## config.mk

```make
export PLATFORM = sky130hd
export DESIGN_NAME = rr_arb_n
export DESIGN_NICKNAME = d
export VERILOG_FILES = /design/src/rtl/sw_pkg.sv /design/src/rtl/rr_arb_n_pick.sv /design/src/rtl/rr_arb_n.sv
export SDC_FILE = /design/constraint.sdc
export NUM_CORES = 1
export LEC_CHECK = 0
export CAP_MARGIN = 20
export CORE_UTILIZATION = 45
export CTS_BUF_LIST = sky130_fd_sc_hd__clkbuf_16
export DETAILED_ROUTE_END_ITERATION = 10
export PLACE_DENSITY = 0.73
export SETUP_SLACK_MARGIN = 0.1
export SLEW_MARGIN = 10
export SYNTH_ARGS = -nofsm -noshare
export SYNTH_HDL_FRONTEND = slang
export SYNTH_HIERARCHICAL = 1
export SYNTH_SLANG_ARGS = --single-unit
```

## constraint.sdc

```tcl
create_clock -name clk -period 5.67 [get_ports clk]
set_input_delay 0.567 -clock clk [delete_from_list [all_inputs] [get_ports clk]]
set_output_delay 0.567 -clock clk [all_outputs]
set_load 0.005 [all_outputs]
```

## src/rtl/sw_pkg.sv

```systemverilog
// Shared switch-fabric definitions: level constants, arbiter state encoding, index helper.
package sw_pkg;

  localparam logic Assert = 1'b1;
  localparam logic Negate = 1'b0;

  // Widest channel vector onehot2idx can decode.
  localparam int unsigned MaxN = 64;

  typedef enum logic {
    StIdle,
    StBusy
  } arb_state_t;

  // Index of the set bit in a one-hot vector; 0 for an all-zero vector.
  function automatic int unsigned onehot2idx(input logic [MaxN-1:0] oh);
    int unsigned idx;
    idx = 0;
    for (int unsigned i = 0; i < MaxN; i++) begin
      if (oh[i]) idx = idx | i;
    end
    return idx;
  endfunction

endpackage

```

## src/rtl/rr_arb_n_pick.sv

```systemverilog
// Rotating-priority picker: lowest set bit of vec at or after ptr, wrapping mod N.
module rr_pick
  import sw_pkg::*;
#(
  parameter int unsigned N   = 4,
  parameter int unsigned IDW = $clog2(N)
) (
  input  logic [N-1:0]   vec,
  input  logic [IDW-1:0] ptr,
  output logic           found,
  output logic [IDW-1:0] idx,
  output logic [N-1:0]   onehot
);

  logic [2*N-1:0] dbl;
  logic [2*N-1:0] masked;
  logic [2*N-1:0] first;

  // Duplicate vec, drop bits below ptr in the low copy, isolate the lowest survivor, fold halves.
  always_comb begin
    dbl    = {vec, vec};
    masked = dbl & ({(2*N){1'b1}} << ptr);
    first  = masked & ((~masked) + {{(2*N-1){1'b0}}, 1'b1});
    onehot = first[N-1:0] | first[2*N-1:N];
    found  = |vec;
    idx    = IDW'(onehot2idx(MaxN'(onehot)));
  end

endmodule

```

## src/rtl/rr_arb_n.sv

```systemverilog
// N-channel round-robin arbiter with per-channel mask, optional max-hold preemption and
// zero-bubble handoff between owners. All outputs are registered.
module rr_arb_n
  import sw_pkg::*;
#(
  parameter int unsigned N        = 4,
  parameter int unsigned MAX_HOLD = 0,
  parameter int unsigned IDW      = $clog2(N)
) (
  input  logic           clk,
  input  logic           rst,
  input  logic [N-1:0]   req,
  input  logic [N-1:0]   mask,
  output logic [N-1:0]   gnt,
  output logic           gnt_vld,
  output logic [IDW-1:0] gnt_id
);

  arb_state_t     state_q, state_d;
  logic [IDW-1:0] ptr_q, ptr_d;
  logic [N-1:0]   gnt_q, gnt_d;
  logic           gnt_vld_q, gnt_vld_d;
  logic [IDW-1:0] gnt_id_q, gnt_id_d;

  logic [N-1:0]   elig;
  logic [N-1:0]   pick_vec;
  logic [IDW-1:0] pick_ptr;
  logic [IDW-1:0] owner_next;
  logic           owner_req;
  logic           pick_found;
  logic [IDW-1:0] pick_idx;
  logic [N-1:0]   pick_onehot;
  logic           hold_clr;
  logic           hold_inc;
  logic           hold_at_max;

  // Picker inputs: the owner is never a candidate, and while busy the scan starts past it.
  always_comb begin
    elig       = req & ~mask;
    pick_vec   = elig & ~gnt_q;
    owner_req  = |(req & gnt_q);
    owner_next = (gnt_id_q == IDW'(N - 1)) ? '0 : gnt_id_q + IDW'(1);
    pick_ptr   = (state_q == StBusy) ? owner_next : ptr_q;
  end

  rr_pick #(
    .N  (N),
    .IDW(IDW)
  ) u_pick (
    .vec   (pick_vec),
    .ptr   (pick_ptr),
    .found (pick_found),
    .idx   (pick_idx),
    .onehot(pick_onehot)
  );

  // Arbitration FSM: grant, hold, release with same-edge handoff, preempt on hold expiry.
  always_comb begin
    state_d  = state_q;
    ptr_d    = ptr_q;
    gnt_d    = gnt_q;
    gnt_id_d = gnt_id_q;
    hold_clr = 1'b0;
    hold_inc = 1'b0;
    unique case (state_q)
      StIdle: begin
        if (pick_found) begin
          gnt_d    = pick_onehot;
          gnt_id_d = pick_idx;
          state_d  = StBusy;
          hold_clr = 1'b1;
        end
      end
      StBusy: begin
        if (!owner_req) begin
          ptr_d    = owner_next;
          hold_clr = 1'b1;
          if (pick_found) begin
            gnt_d    = pick_onehot;
            gnt_id_d = pick_idx;
          end else begin
            gnt_d    = '0;
            gnt_id_d = '0;
            state_d  = StIdle;
          end
        end else if (hold_at_max) begin
          // Owner keeps req but has used its slot; it requeues behind everyone else.
          hold_clr = 1'b1;
          if (pick_found) begin
            ptr_d    = owner_next;
            gnt_d    = pick_onehot;
            gnt_id_d = pick_idx;
          end
        end else begin
          hold_inc = 1'b1;
        end
      end
      default: begin
        state_d = StIdle;
      end
    endcase
    gnt_vld_d = |gnt_d;
  end

  if (MAX_HOLD > 0) begin : g_hold
    localparam int unsigned HW = $clog2(MAX_HOLD + 1);
    logic [HW-1:0] hold_cnt_q, hold_cnt_d;

    assign hold_at_max = (hold_cnt_q == HW'(MAX_HOLD - 1));

    // Cycles the current owner has held the grant, saturating at MAX_HOLD-1.
    always_comb begin
      hold_cnt_d = hold_cnt_q;
      if (hold_clr) begin
        hold_cnt_d = '0;
      end else if (hold_inc && !hold_at_max) begin
        hold_cnt_d = hold_cnt_q + HW'(1);
      end
    end

    // Hold counter register.
    always_ff @(posedge clk or negedge rst) begin
      if (!rst) begin
        hold_cnt_q <= '0;
      end else begin
        hold_cnt_q <= hold_cnt_d;
      end
    end
  end else begin : g_no_hold
    logic unused_hold;
    assign unused_hold = hold_clr ^ hold_inc;
    assign hold_at_max = 1'b0;
  end

  // State, pointer and output registers.
  always_ff @(posedge clk or negedge rst) begin
    if (!rst) begin
      state_q   <= StIdle;
      ptr_q     <= '0;
      gnt_q     <= '0;
      gnt_vld_q <= Negate;
      gnt_id_q  <= '0;
    end else begin
      state_q   <= state_d;
      ptr_q     <= ptr_d;
      gnt_q     <= gnt_d;
      gnt_vld_q <= gnt_vld_d;
      gnt_id_q  <= gnt_id_d;
    end
  end

  assign gnt     = gnt_q;
  assign gnt_vld = gnt_vld_q;
  assign gnt_id  = gnt_id_q;

endmodule

```

Word level (Yosys, flattened, before mapping)
Index checks and enable logic that the tools add are counted.

Shift-type cells: 1. $add $sub $neg: 2. Reductions and logical operators: 5. Bitwise operators: 11. Multiplexer cells: 16. Eq/ne operators: 3.

Operator list (count): $and 8x8->8 (2); $mux 2 (7); $and 4x4->4 (3); $mux 4 (3); $reduce_or 4->1 (3); $add 8x1->8 const B (1); $not 4->4 (2); $not 8->8 (1); $pmux 4 s2 (1); $shl 8x2->8 const A (1); $ne 2x2->1 const B (2); $or 4x4->4 (1); $pmux 2 s2 (1); $reduce_and 2->1 (2); $mux 1 (3); $add 2x1->2 const B (1); $eq 2x2->1 const B (1); $not 1->1 (2); $pmux 1 s2 (1).

Output and inout port bits: 7. Input port bits: 10. Word-level logic and storage cells: 43. Bits in registers: 10.

Logic depth before layout (Yosys ltp)
Depth in word-level cells: 15. Gate-level depth with buffers: 10. Gate-level depth less buffers: 9.

Hierarchy
The synthesis kept the hierarchy.

By module, submodules not included: rr_arb_n (area each 585.6 sq um, times used 1, cells each 59, seq. area each 250.2 sq um); rr_pick (area each 177.7 sq um, times used 1, cells each 31, seq. area each 0.0 sq um).

Worst setup path after synthesis
Ideal clock, no wire load.

Path type: flip-flop to flip-flop. From: reg gnt_id_q[0], in the netlist gnt_id[0]. To: reg gnt_id_q[1], in the netlist gnt_id[1]. Data required time: 5544 ps. Stages on the path, launching flop included: 9. Buffers on the path: 1. Setup time: 126 ps. Data arrival time: 1989 ps. Period minus slack after synthesis: 2115 ps. Setup slack: 3555 ps. Cell sequence: dfrtp_1 ha_1 mux2_2 buf_2 a2111oi_0 nor2_1 nand2_1 o21ai_0 a221o_1.

Cells in the longest elaborated chain, start to end: 14. Elaborated cells on any way between the ends: 16. Classes of those cells: 2 x add/sub; 1 x eq/ne; 1 x shift; 8 x mux; 4 x bitwise.

RTL lines: from (decl) (RTL line rr_arb_n.sv:23) `logic [IDW-1:0] gnt_id_q, gnt_id_d;`; from (signal assigned) (RTL line rr_arb_n.sv:148) `gnt_id_q <= gnt_id_d;`; $add 2x1->2 or $eq 2x2->1 (tied branches) (RTL line rr_arb_n.sv:42) `owner_next = (gnt_id_q == IDW'(N - 1)) ? '0 : gnt_id_q + IDW'(1);`; $mux 2 * (RTL line rr_arb_n.sv:42); net owner_next[1] (RTL line rr_arb_n.sv:28) `logic [IDW-1:0] owner_next;`; $mux 2 * (RTL line rr_arb_n.sv:43) `pick_ptr = (state_q == StBusy) ? owner_next : ptr_q;`; net pick_ptr[1] (RTL line rr_arb_n.sv:27) `logic [IDW-1:0] pick_ptr;`; $shl 8x2->8 * (RTL line rr_arb_n_pick.sv:22) `masked = dbl & ({(2*N){1'b1}} << ptr);`; $and 8x8->8 * (RTL line rr_arb_n_pick.sv:22); $not 8->8 (RTL line rr_arb_n_pick.sv:23) `first = masked & ((~masked) + {{(2*N-1){1'b0}}, 1'b1});`; $add 8x1->8 (RTL line rr_arb_n_pick.sv:23); $and 8x8->8 * (RTL line rr_arb_n_pick.sv:23); $or 4x4->4 * (RTL line rr_arb_n_pick.sv:24) `onehot = first[N-1:0] | first[2*N-1:N];`; $mux 2 (RTL line sw_pkg.sv:20) `if (oh[i]) idx = idx | i;`; $mux 2 * (RTL line sw_pkg.sv:20); net pick_idx[1] (RTL line rr_arb_n.sv:31) `logic [IDW-1:0] pick_idx;`; $mux 2 (RTL line rr_arb_n.sv:78) `if (pick_found) begin`; $mux 2 (RTL line rr_arb_n.sv:75) `if (!owner_req) begin`; $pmux 2 s2 * (RTL line rr_arb_n.sv:65) `unique case (state_q)`.

The timed path passes the listed nets; every way through them passes the cells marked *. The select of a mux whose other input is x is not followed. A chain may end at the register's enable or synchronous reset.

Worst setup path in the final report
From: in req[0]. To: reg gnt_vld_q, in the netlist gnt_vld.

Cells in the longest elaborated chain, start to end: 11. Elaborated cells on any way between the ends: 15. Classes of those cells: 1 x add/sub; 4 x mux; 7 x bitwise; 3 x reduce/logical.

RTL lines: from (decl) (RTL line rr_arb_n.sv:12) `input logic [N-1:0] req,`; $and 4x4->4 * (RTL line rr_arb_n.sv:39) `elig = req & ~mask;`; $and 4x4->4 * (RTL line rr_arb_n.sv:40) `pick_vec = elig & ~gnt_q;`; net pick_vec[0] (RTL line rr_arb_n.sv:26) `logic [N-1:0] pick_vec;`; $and 8x8->8 * (RTL line rr_arb_n_pick.sv:22); $not 8->8 * (RTL line rr_arb_n_pick.sv:23); $add 8x1->8 * (RTL line rr_arb_n_pick.sv:23); $and 8x8->8 * (RTL line rr_arb_n_pick.sv:23); $or 4x4->4 * (RTL line rr_arb_n_pick.sv:24); net pick_onehot[2] (RTL line rr_arb_n.sv:32) `logic [N-1:0] pick_onehot;`; $mux 4 (RTL line rr_arb_n.sv:78); $mux 4 (RTL line rr_arb_n.sv:75); $pmux 4 s2 * (RTL line rr_arb_n.sv:65); $reduce_or 4->1 * (RTL line rr_arb_n.sv:102) `gnt_vld_d = |gnt_d;`; net gnt_vld_d (RTL line rr_arb_n.sv:22) `logic gnt_vld_q, gnt_vld_d;`; to (signal assigned) (RTL line rr_arb_n.sv:141) `gnt_vld_q <= Negate;`; to (signal assigned) (RTL line rr_arb_n.sv:147) `gnt_vld_q <= gnt_vld_d;`; to (decl) (RTL line rr_arb_n.sv:22).

The timed path passes the listed nets; every way through them passes the cells marked *.

==> impl_metrics.yaml <==
clocking:
  cts.sinks: 10
  post_cts_resized: 0
  clk_latency_ns: 0.23
  cts_tree: "done"
  cts_max_level: 1
  cts_buffer_depth: 2
  postCtsSetupBuffers: 0
  cts_buffers: 3
  clk_pin_slew_worst_paths_ns: 0.04
  cts_hold_buf: 0
  cts-root-buf: "clkbuf_16"
setup_path:
  worstPathRequired_ns: 5.77
  crit_arrival_ns: 2.76
  worst_setup_path_end_kind: "flop"
  regToRegSetupSlack_ns: 3.25
  reg2reg_depth: 8
  critPathKind: "in2reg"
  startpoint_type: "input port"
  rr_endpoint: "gnt_id[1]$_DFFE_PN0P_"
  r2r-start: "state_q$_DFF_PN0_"
  critPathMaxFanout: 7
synth:
  synth_area_leaders: "dfrtp_1, o211ai_1, nand2_1"
  synth_xor_area_frac: 0
  synth_flop_cell: "dfrtp_1"
  synthMuxAreaShare: 0.05410
  syn_inst: 90
  ys_seq_area_frac: 0.3279
  synth_largest_area_cell: "dfrtp_1"
  synth_top_area_share: 0.3279
  ys_ff_latch: 10
  yosys.area_share.simple: 0.2803
  synth_warnings: 6
  syn_area_um2: 763.2
  synthArstFlopShare: 1.000
  synth_cell_types: 30
  yosysMostFrequentCell: "nand2_1"
  synthAdderAreaFrac: 0.01639
  synth-compound-area-share: 0.2770
  synth_enable_flop_cells: 0
  synth.avg_cell_area_um2: 8.480
  synth_fp_nets: 101
  synthTopCellsByCount: "nand2_1, dfrtp_1, nor2_1, o211ai_1"
  synth_top_family_by_area: "simple AND/OR/NAND/NOR gates"
route:
  drt-total-wl_um: 1795
  wl_per_cell_um: 14.71
  first_pass_iters: 4
  vias_per_cell: 6.082
  drt_iter0_markers: 21
  via_count: 742
  drc_errors: 0
  drtAntennaViolNets: 0
grt:
  grt_max_degree: 13
  antenna_found_initial: 0
  grt_pass1_wl_um: 3256
  grt_pass1_vias: 706
  grt_overflow_total: 0
  track_usage: 0.2325
place:
  io_buffers: 16
  hpwlAfterDp_um: 1402
  place.gp.congestion: 0.7745
floorplanning:
  coreArea_mm2: 0.001541
  rows: 14
  die_area_mm2: 0.001865
  io_pins: 17
  chipWidth_um: 43.19
  die_y_um: 43.19
  initial_utilization: 0.4951
timing:
  final-hold-violation-count: 0
  setup_viol: 0
  fin_crit_sh: 0.4701
  fmax_ghz: 0.3752
  skew_ns: 0.002685
  period_minus_slack_ns: 2.665
  max_slew_margin: 0.4616
  rsz0062_at_grt: "no"
  maxSlewViolCount: 0
  tightest_slew_ns: 0.8059
  fin_setup_tns_ns: 0
power:
  p_per_area_mw_per_mm2: 552.8
  p_clk_frac: 0.222
  irDropWorstVdd_mv: 0.2162
  power.switching_mw: 0.2092
  p_leak_nw: 0.4114
  p_sw_frac: 0.3771
  seq_power_share: 0.257
  power_mw: 0.5547
  internal_power_mw: 0.3456
  p_comb_frac: 0.521
status:
  status: "complete, no violations"
finish:
  num_antenna_cells: 0
  multiInputGateArea_um2: 479.2
  nNetsFinal: 118
  num-fill-cells: 141
  syn_to_final_growth_pct: 31.48
  seq_area_um2: 250.2
  final_layout_size_suffix_gt1_frac: 0.09434
flow_run:
  cap_violations: 0
worst_hold_path:
  hp-start: "ptr_q[1]$_DFFE_PN0P_"
  whs_path_depth: 1
  hold_class: "reg2reg"
  hold_path_end: "ptr_q[1]$_DFFE_PN0P_"
[power by group through the flow]
stage | Sequential, mW | Combinational (mW) | Clock [mW]
final | 0.143 | 0.289 | 0.123
after global routing | 0.147 | 0.323 | 0.128
after CTS | 0.142 | 0.290 | 0.125
after detailed placement | 0.142 | 0.289 | 0
after global placement | 0.142 | 0.280 | 0
after floorplan | 0.131 | 0.211 | 0
[routing by layer]
metal  vias to the layer above  track usage  wire length [um]
met1                       350       0.2982               828
met3                         7      0.03404                55
met4                         0       0.1212                51
met2                        20       0.3731               859
met5                         -            0                 0
li1                        365            -                 -
[worst max-delay path, stage by stage]
cell	delay (ns)
clkdlybuf4s50_1	0.49
nor3b_1	0.63
and2b_1	0.23
nor3_1	0.06
o31a_1	0.35
o41ai_1	0.32
nand3b_1	0.11
[layout make-up]
class                   instances  area share
clock inverters                 1    0.003741
inverters                       4     0.01496
multi-input cells              72      0.4776
repair buffers                 16      0.1596
well taps                      16     0.01995
flip-flops and latches         10      0.2494
clock buffers                   3     0.07481
[kinds of logic (layout without fill, tap and decap cells)]
kind of cell / after synthesis / after routing
flops: 10 / 10
compound gates: 26 / 26
fa+ha+maj: 1 / 1
buf+inv: 8 / 24
simple gates: 42 / 42
mux: 3 / 3
[flip-flops by register name, summed over array words and instances (netlist names)]
register / cells
state_q: 1
ptr_q: 2
gnt: 4
gnt_vld: 1
gnt_id: 2
[stage by stage]
stage               utilization  cells  worst slack (ns)  instance area [um^2]  hold slack, ns
CTS                      0.6510    122             3.006                  1003          0.5179
finish                   0.6510    122             3.005                  1003          0.5200
detailed placement       0.5998    118             2.765                 924.6          0.4969
global placement         0.5998    118             2.809                 924.6          0.4960
floorplan                     -     90             3.555                 763.2          0.2714
global route             0.6510    122             2.735                  1003          0.5335
[layout by cell type, fill, tap and decap left out, drive strengths merged, types with 2 or more instances in the layout]
| cell type | n |
|---|---|
| clkdlybuf4s50 | 16 |
| a221o | 2 |
| nand2b | 5 |
| clkbuf | 3 |
| nor3b | 5 |
| nor2 | 8 |
| nor3 | 4 |
| mux2 | 3 |
| o211ai | 8 |
| a22o | 2 |
| nand2 | 15 |
| a221oi | 2 |
| dfrtp | 10 |
| a21oi | 2 |
| o21ai | 3 |
| inv | 4 |
| o41ai | 2 |
[worst max path at each step]
stage	startpoint	to	cells after the start
2_1_floorplan	gnt_id[0]$_DFFE_PN0P_	gnt_id[1]$_DFFE_PN0P_	8
3_3_place_gp	req[0]	gnt_vld$_DFF_PN0_	7
3_5_place_dp	req[1]	gnt_id[1]$_DFFE_PN0P_	8
4_1_cts	req[1]	gnt_id[1]$_DFFE_PN0P_	8
5_1_grt	req[1]	gnt_id[1]$_DFFE_PN0P_	8
6_report	req[0]	gnt_vld$_DFF_PN0_	7
Note: power is estimated with default switching activity, not from simulation.
